==> config.mk <==
export PLATFORM = sky130hd
export DESIGN_NAME = button_mode_ctrl
export DESIGN_NICKNAME = d
export VERILOG_FILES = /design/src/rtl/button_mode_ctrl_pkg.sv /design/src/rtl/debounce_bit.sv /design/src/rtl/button_mode_ctrl.sv
export SDC_FILE = /design/constraint.sdc
export NUM_CORES = 1
export LEC_CHECK = 0
export ABC_AREA = 0
export CORE_MARGIN = 4
export CORE_UTILIZATION = 30
export CTS_CLUSTER_SIZE = 24
export DETAILED_ROUTE_END_ITERATION = 8
export PLACE_DENSITY = 0.59
export SYNTH_ARGS = -nofsm -noshare
export SYNTH_HDL_FRONTEND = slang
export SYNTH_HIERARCHICAL = 1
export SYNTH_SLANG_ARGS = --single-unit
==> constraint.sdc <==
create_clock -name clock_i -period 2 [get_ports clock_i]
set_input_delay 0.2 -clock clock_i [delete_from_list [all_inputs] [get_ports clock_i]]
set_output_delay 0.2 -clock clock_i [all_outputs]
set_load 0.02 [all_outputs]
==> src/rtl/button_mode_ctrl_pkg.sv <==
// Shared constants for the button/mode controller: mode encodings, button roles, default debounce depth.
package button_mode_ctrl_pkg;

  localparam int unsigned NUM_BTN                 = 4;
  localparam int unsigned ADV                     = 0;
  localparam int unsigned HOME                    = 1;
  localparam int unsigned DEFAULT_DEBOUNCE_CYCLES = 50000;

  typedef enum logic [1:0] {
    IDLE  = 2'b00,
    RUN_A = 2'b01,
    RUN_B = 2'b10,
    RUN_C = 2'b11
  } mode_e;

  // Advance order of the operating modes, wrapping RUN_C back to IDLE.
  function automatic mode_e advance_mode(input mode_e m);
    mode_e r;
    case (m)
      IDLE:    r = RUN_A;
      RUN_A:   r = RUN_B;
      RUN_B:   r = RUN_C;
      default: r = IDLE;
    endcase
    return r;
  endfunction

endpackage

==> src/rtl/debounce_bit.sv <==
// One push-button channel: 2-flop synchronizer, optional debounce filter (DEBOUNCE_EN), rising-edge flag.
// Without DEBOUNCE_EN the synchronizer output is the stable level and no counter is built.
module debounce_bit #(
  parameter int unsigned DEBOUNCE_CYCLES = 2,
  parameter int unsigned CNT_W           = 16
) (
  input  logic clk,
  input  logic rst_n,
  input  logic raw,
  output logic level,
  output logic rise
);

  logic sync1;
  logic sync2;

  if (DEBOUNCE_CYCLES < 2 ||
      (CNT_W < 64 && 64'(DEBOUNCE_CYCLES) >= (64'd1 << CNT_W))) begin : g_bad_cfg
    $error("debounce_bit: DEBOUNCE_CYCLES must be >= 2 and fit in CNT_W bits");
  end

  always_ff @(posedge clk or negedge rst_n) begin
    if (!rst_n) begin
      sync1 <= 1'b0;
      sync2 <= 1'b0;
    end else begin
      sync1 <= raw;
      sync2 <= sync1;
    end
  end

`ifdef DEBOUNCE_EN
  localparam logic [CNT_W-1:0] TERM = CNT_W'(DEBOUNCE_CYCLES - 1);

  logic [CNT_W-1:0] cnt_q;
  logic [CNT_W-1:0] cnt_d;
  logic             level_d;

  // Count while the synchronized level disagrees; any agreement restarts the count.
  always_comb begin
    cnt_d   = '0;
    level_d = level;
    if (sync2 != level) begin
      if (cnt_q == TERM) begin
        level_d = sync2;
      end else begin
        cnt_d = cnt_q + CNT_W'(1);
      end
    end
  end

  always_ff @(posedge clk or negedge rst_n) begin
    if (!rst_n) begin
      cnt_q <= '0;
      level <= 1'b0;
      rise  <= 1'b0;
    end else begin
      cnt_q <= cnt_d;
      level <= level_d;
      rise  <= level_d & ~level;
    end
  end
`else
  assign level = sync2;

  // Rise flag lands on the same edge the synchronizer output goes high.
  always_ff @(posedge clk or negedge rst_n) begin
    if (!rst_n) begin
      rise <= 1'b0;
    end else begin
      rise <= sync1 & ~sync2;
    end
  end
`endif

endmodule

==> src/rtl/button_mode_ctrl.sv <==
// Four debounced push-buttons with press pulses driving a 4-state operating-mode FSM.
// Debounce filtering is built only when DEBOUNCE_EN is defined.
module button_mode_ctrl
  import button_mode_ctrl_pkg::*;
#(
  parameter int unsigned DEBOUNCE_CYCLES = DEFAULT_DEBOUNCE_CYCLES,
  parameter int unsigned CNT_W           = 16
) (
  input  logic               clock_i,
  input  logic               reset_i,
  input  logic [NUM_BTN-1:0] buttons_raw_i,
  output logic [NUM_BTN-1:0] buttons_o,
  output logic [NUM_BTN-1:0] press_o,
  output logic [1:0]         mode_o,
  output logic               mode_chg_o
);

  for (genvar i = 0; i < NUM_BTN; i++) begin : g_btn
    debounce_bit #(
      .DEBOUNCE_CYCLES(DEBOUNCE_CYCLES),
      .CNT_W          (CNT_W)
    ) u_db (
      .clk  (clock_i),
      .rst_n(reset_i),
      .raw  (buttons_raw_i[i]),
      .level(buttons_o[i]),
      .rise (press_o[i])
    );
  end

  mode_e mode_q;
  mode_e mode_d;
  logic  mode_chg_d;

  // HOME overrides ADV; buttons 2 and 3 are ignored by the mode logic.
  always_comb begin
    mode_d     = mode_q;
    mode_chg_d = 1'b0;
    if (press_o[HOME]) begin
      mode_d = IDLE;
    end else if (press_o[ADV]) begin
      mode_d = advance_mode(mode_q);
    end
    mode_chg_d = (mode_d != mode_q);
  end

  always_ff @(posedge clock_i or negedge reset_i) begin
    if (!reset_i) begin
      mode_q     <= IDLE;
      mode_chg_o <= 1'b0;
    end else begin
      mode_q     <= mode_d;
      mode_chg_o <= mode_chg_d;
    end
  end

  assign mode_o = mode_q;

endmodule

==> results of run 1 <==
## cell usage after synthesis (all sizes together)
library cell	instances
a2bb2oi	2
dfrtp	15
ha	2
inv	2
mux2i	1
nand2	1
nor2	3
nor2b	4
nor3	1
nor3b	1
o211ai	1
o21ai	1
or2b	1
## stage by stage
step                utilization  worst slack [ns]  hold slack [ns]  cells  instance area, um^2
floorplan                     -             0.740          -0.0956     35                  543
global route              0.441             0.350            0.336     80                  761
CTS                       0.441             0.426            0.330     80                  761
detailed placement        0.425             0.749            0.363     76                  734
global placement          0.425             0.747            0.359     76                  734
finish                    0.441             0.455            0.313     80                  761
## state kept, by name, indices dropped and copies added, names as in the netlist
| signal | count |
|---|---|
| mode_o | 2 |
| g_btn.u_db/sync1 | 4 |
| g_btn.u_db/rise | 4 |
| mode_chg_o | 1 |
| g_btn.u_db/level | 4 |
## where the power goes
group	internal (mW)	total [mW]	switching [mW]
clock	0.0772	0.162	0.0844
sequential	0.329	0.352	0.0233
combinational	0.0849	0.158	0.0729
## layout by cell type, fill, tap and decap left out
cell,count
or2b_1,1
dfrtp_1,15
nand2_1,1
inv_1,2
mux2i_1,1
ha_1,2
a2bb2oi_1,2
nor3b_2,1
clkbuf_1,1
o21ai_1,1
clkdlybuf4s50_1,16
nor2_1,3
o211ai_1,1
nor2b_4,4
clkbuf_4,3
nor3_1,1
## cell type report
type,instances,area share
inverter,2,0.00987
timing repair buffer,16,0.211
tap,25,0.0411
clock buffer,4,0.0345
sequential,15,0.493
multi-input combinational,18,0.211
## worst paths after layout
| kind | start | end | slack, ns |
|---|---|---|---|
| worst max-delay path | mode_o[1]$_DFF_PN0_ | mode_o[1] | 0.45 |
| worst min register to register | g_btn[3].u_db/sync1$_DFF_PN0_ | g_btn[3].u_db/level$_DFF_PN0_ | 0.38 |
| worst min-delay path | reset_i | mode_chg_o$_DFF_PN0_ | 0.31 |
| min in group clock_i | buttons_raw_i[3] | g_btn[3].u_db/sync1$_DFF_PN0_ | 0.36 |
| worst max register to register | mode_o[0]$_DFF_PN0_ | mode_chg_o$_DFF_PN0_ | 0.76 |
| max in group asynchronous | reset_i | g_btn[0].u_db/rise$_DFF_PN0_ | 1.29 |
## per-layer routing
| metal | wire length (um) | vias up |
|---|---|---|
| li1 | - | 154 |
| met1 | 338 | 154 |
| met2 | 428 | 12 |
| met3 | 76 | 0 |
| met4 | 0 | 0 |
| met5 | 0 | - |
## cells by family (layout without fill, tap and decap cells)
kind of cell,Yosys count,after routing
muxes,1,1
buffers and inverters,2,22
and+or+nand+nor,11,11
DFF,15,15
AOI/OAI and AO/OA,4,4
adders and majority gates,2,2
==> results.json, run 1 <==
{
  "cts_buffers": 3,
  "totalWireLength_um": 843,
  "area_growth_pct": 40.1,
  "worstSetupPathType": "flip-flop to output port",
  "fmax_ghz": 0.647,
  "gp_congestion": 0.741,
  "drv_slew": 0,
  "tns_ns": 0,
  "drive_above_1_share": 0.145,
  "cp.required_ns": 1.80,
  "cts_tree": "done",
  "syn_nets": 43,
  "route.detailed.drc": 0,
  "rows": 15,
  "antennaDiodeCount": 0,
  "maxSlewHeadroom": 0.584,
  "synth.distinct_cells": 13,
  "wl_per_cell_um": 10.5,
  "place_hpwl_um": 631,
  "cpMaxStageDelayCell": "clkdlybuf4s50_1",
  "insertion_delay_ns": 0.27,
  "crit_chain": "clkdlybuf4s50_1",
  "synth_top_family_by_area": "simple AND/OR/NAND/NOR gates",
  "antenna_found_initial": 0,
  "ant_nets": 0,
  "met1_usage": 0.0945,
  "finalSetupViolations": 0,
  "clkTransAtPathRegs_ns": 0.08,
  "finalCritPeriodShare": 0.773,
  "synth.area.mux_share": 0.0184,
  "final.fill_count": 182,
  "die_area_um2": 2550,
  "p_per_area_nw_per_um2": 883,
  "root_buffer": "clkbuf_4",
  "drt_pass1_iterations": 1,
  "die_h_um": 50.5,
  "outcome": "completed",
  "cp_num_cells": 1,
  "cts.sinks": 15,
  "start_util": 0.314,
  "netlist_area_um2": 543,
  "cp.buffers_inverters": 1,
  "crit_path_end_kind": "output port",
  "yosys.area_share.adder": 0.0461,
  "finClkSkew_ns": 0.000542,
  "reg2reg_depth": 4,
  "slowest_delay_ns": 0.64,
  "yosysTopAreaCell": "dfrtp_1",
  "total_power_mw": 0.671,
  "grt_usage": 0.0817,
  "cp-start-kind": "flip-flop",
  "synth_top_area_frac": 0.691,
  "multi_input_area_um2": 160,
  "synthSimpleGateAreaFrac": 0.175,
  "synth_seq_cells": 15,
  "worstMarginPinSlew_ns": 0.622,
  "ys_seq_area_frac": 0.691,
  "seq_area_um2": 375,
  "cts_setup_buffers": 0,
  "cts_htree_levels": 1,
  "synthTopCellsByArea": "dfrtp_1, nor2b_4, ha_1, a2bb2oi_1, nor3b_2",
  "yosysWarnings": 6,
  "synth-xor-area-share": 0,
  "syn-instance-count": 35,
  "die_x_um": 50.5,
  "hold_violations": 0,
  "crit_arrival_ns": 1.35,
  "met3_usage": 0.0475,
  "postCtsResizedCells": 0,
  "rsz0062_at_grt": "false",
  "maxCapViolCount": 0,
  "grt_max_degree": 16,
  "grt_pass1_wl_mm": 1.48,
  "p_leak_nw": 0.335,
  "critPathTopFamily": "buffers and inverters",
  "use_met2": 0.126,
  "syn_avg_cell_area_um2": 15.5,
  "grt_pass1_vias": 329,
  "crit_fanout": 6,
  "numPortBuffers": 16,
  "grt_busiest_layer": "met2",
  "fin_nets": 64,
  "clk_path_buf_depth": 2,
  "core_um2": 1730,
  "overflow": 0,
  "holdBufCountCts": 0,
  "ir_drop_mv": 0.463,
  "vias": 320,
  "period_minus_slack_ns": 1.55,
  "num_io_pins": 17,
  "drt_iter0_drc": 0,
  "synth_compound_area_frac": 0.0553,
  "viasPerCell": 4.00,
  "hp-class": "input port to async pin"
}
Note: power is estimated with default switching activity, not from simulation.
==> run 2: changes to the inputs <==
clock period = 1.6 ns   (was 2 ns; I/O delays follow)
==> run 2 against run 1 <==
- cell count is 1.3% higher
- total power grew 25%
- hold slack lost 0.13 ns
- via count unchanged
- die area stayed put
- wire length shrank 7.9%
- critical path depth is the same
- count of clock-buffer cells in the layout decreased by 1
- combinational power is 25% higher
- non-clock buffer count grew 1
- global-route usage decreased by 0.15 points
- sequential share of layout area is 0.56 points lower
- highest routed layer unchanged
==> results.json, run 2 (same netlist as run 1, synthesis figures left out) <==
{
  "holdBufCountCts": 0,
  "rows": 15,
  "drv_slew": 0,
  "drt_pass1_iterations": 2,
  "cts_setup_buffers": 0,
  "p_leak_nw": 0.343,
  "worstSetupPathType": "flip-flop to output port",
  "clk_path_buf_depth": 2,
  "cp-start-kind": "flip-flop",
  "grt_usage": 0.0803,
  "cts_htree_levels": 1,
  "num_io_pins": 17,
  "crit_arrival_ns": 1.35,
  "fin_nets": 65,
  "overflow": 0,
  "die_h_um": 50.5,
  "area_growth_pct": 41.7,
  "largest_registers": "g_btn.u_db/level x4, g_btn.u_db/rise x4, g_btn.u_db/sync1 x4",
  "die_area_um2": 2550,
  "tns_ns": 0,
  "root_buffer": "clkbuf_4",
  "antenna_found_initial": 0,
  "wl_per_cell_um": 9.58,
  "drt_iter0_drc": 2,
  "hp-class": "input port to async pin",
  "place_hpwl_um": 606,
  "r2r-end": "mode_chg_o$_DFF_PN0_",
  "crit_path_end_kind": "output port",
  "totalWireLength_um": 776,
  "final_common_cell": "clkdlybuf4s50_1",
  "p_per_area_nw_per_um2": 1090,
  "postCtsResizedCells": 0,
  "clkTransAtPathRegs_ns": 0.08,
  "grt_max_degree": 16,
  "r2r_start": "mode_o[0]$_DFF_PN0_",
  "fmax_ghz": 0.664,
  "route.detailed.drc": 0,
  "rsz0062_at_grt": "false",
  "worstMarginPinSlew_ns": 0.219,
  "slowest_delay_ns": 0.64,
  "grt_pass1_wl_mm": 1.48,
  "cp.buffers_inverters": 1,
  "ir_drop_mv": 0.707,
  "cp.required_ns": 1.44,
  "maxCapViolCount": 0,
  "cts_tree": "done",
  "crit_chain": "clkdlybuf4s50_1",
  "insertion_delay_ns": 0.27,
  "gp_congestion": 0.682,
  "die_x_um": 50.5,
  "crit_fanout": 6,
  "fin_util": 0.446,
  "finalCritPeriodShare": 0.941,
  "finClkSkew_ns": 0.00555,
  "outcome": "completed",
  "drive_above_1_share": 0.179,
  "critPathTopFamily": "buffers and inverters",
  "start_util": 0.314,
  "vias": 320,
  "hold_violations": 0,
  "antennaDiodeCount": 0,
  "period_minus_slack_ns": 1.51,
  "reg2reg_depth": 5,
  "finalSetupViolations": 0,
  "ant_nets": 0,
  "core_um2": 1730,
  "grt_pass1_vias": 335,
  "cpMaxStageDelayCell": "clkdlybuf4s50_1",
  "viasPerCell": 3.95,
  "r2r_slack_ns": 0.36,
  "layout_common_cells": "clkdlybuf4s50_1, dfrtp_1, nor2b_4",
  "cts.sinks": 15,
  "numPortBuffers": 16,
  "maxSlewHeadroom": 0.853,
  "cts_buffers": 3
}
==> run 2: cell types whose count changed in the layout (fill, tap and decap cells not counted) <==
cell and delta:
clkbuf_1 -1, clkinv_2 +1, buf_4 +1
==> run 2: how the worst max path moves through the flow <==
stage | from | endpoint | slack, ns | depth (start not counted)
global placement | mode_o[1]$_DFF_PN0_ | mode_chg_o$_DFF_PN0_ | 0.37 | 4
detailed placement | mode_o[0]$_DFF_PN0_ | mode_chg_o$_DFF_PN0_ | 0.36 | 5
floorplan | mode_o[1]$_DFF_PN0_ | mode_chg_o$_DFF_PN0_ | 0.34 | 4
finish | mode_o[1]$_DFF_PN0_ | mode_o[1] | 0.09 | 1
CTS | mode_o[1]$_DFF_PN0_ | mode_o[1] | 0.06 | 1
global route | mode_o[1]$_DFF_PN0_ | mode_o[1] | 0.005 | 1
==> run 2: area by class of cell <==
class	count	area, um^2
fillers	179	957
flip-flops and latches	15	375
repair buffers	17	168
multi-input cells	18	160
well taps	25	31.3
clock buffers	3	22.5
inverters	2	7.51
clock inverters	1	5.00
==> run 2: stage by stage <==
step | worst slack, ns | total power, mW | cell area, um^2 | cells | hold slack [ns]
6_report | 0.0940 | 0.838 | 769 | 81 | 0.187
5_1_grt | 0.00550 | 0.902 | 769 | 81 | 0.178
4_1_cts | 0.0644 | 0.856 | 769 | 81 | 0.182
3_5_place_dp | 0.360 | 0.650 | 742 | 77 | 0.363
3_3_place_gp | 0.373 | 0.648 | 742 | 77 | 0.362
2_1_floorplan | 0.340 | 0.557 | 543 | 35 | -0.136
==> run 2: report_power, final <==
part           internal, mW  total, mW  switching, mW
sequential            0.411      0.440         0.0290
clock                0.0925      0.200          0.107
combinational         0.107      0.198         0.0909
total                 0.611      0.838          0.227
==> run 2: per-layer routing <==
layer	vias up	track usage	part of all wire
met5	-	0	0
met4	0	0.0135	0
met3	0	0.0564	0.080
met2	10	0.124	0.48
met1	151	0.0919	0.44
li1	159	-	-
==> run 2: worst register-to-register path: stages, from the launching register on <==
cell       delay (ns)
dfrtp_1          0.42
inv_1            0.08
ha_1             0.22
nor2_1           0.12
a2bb2oi_1        0.18
o211ai_1         0.09
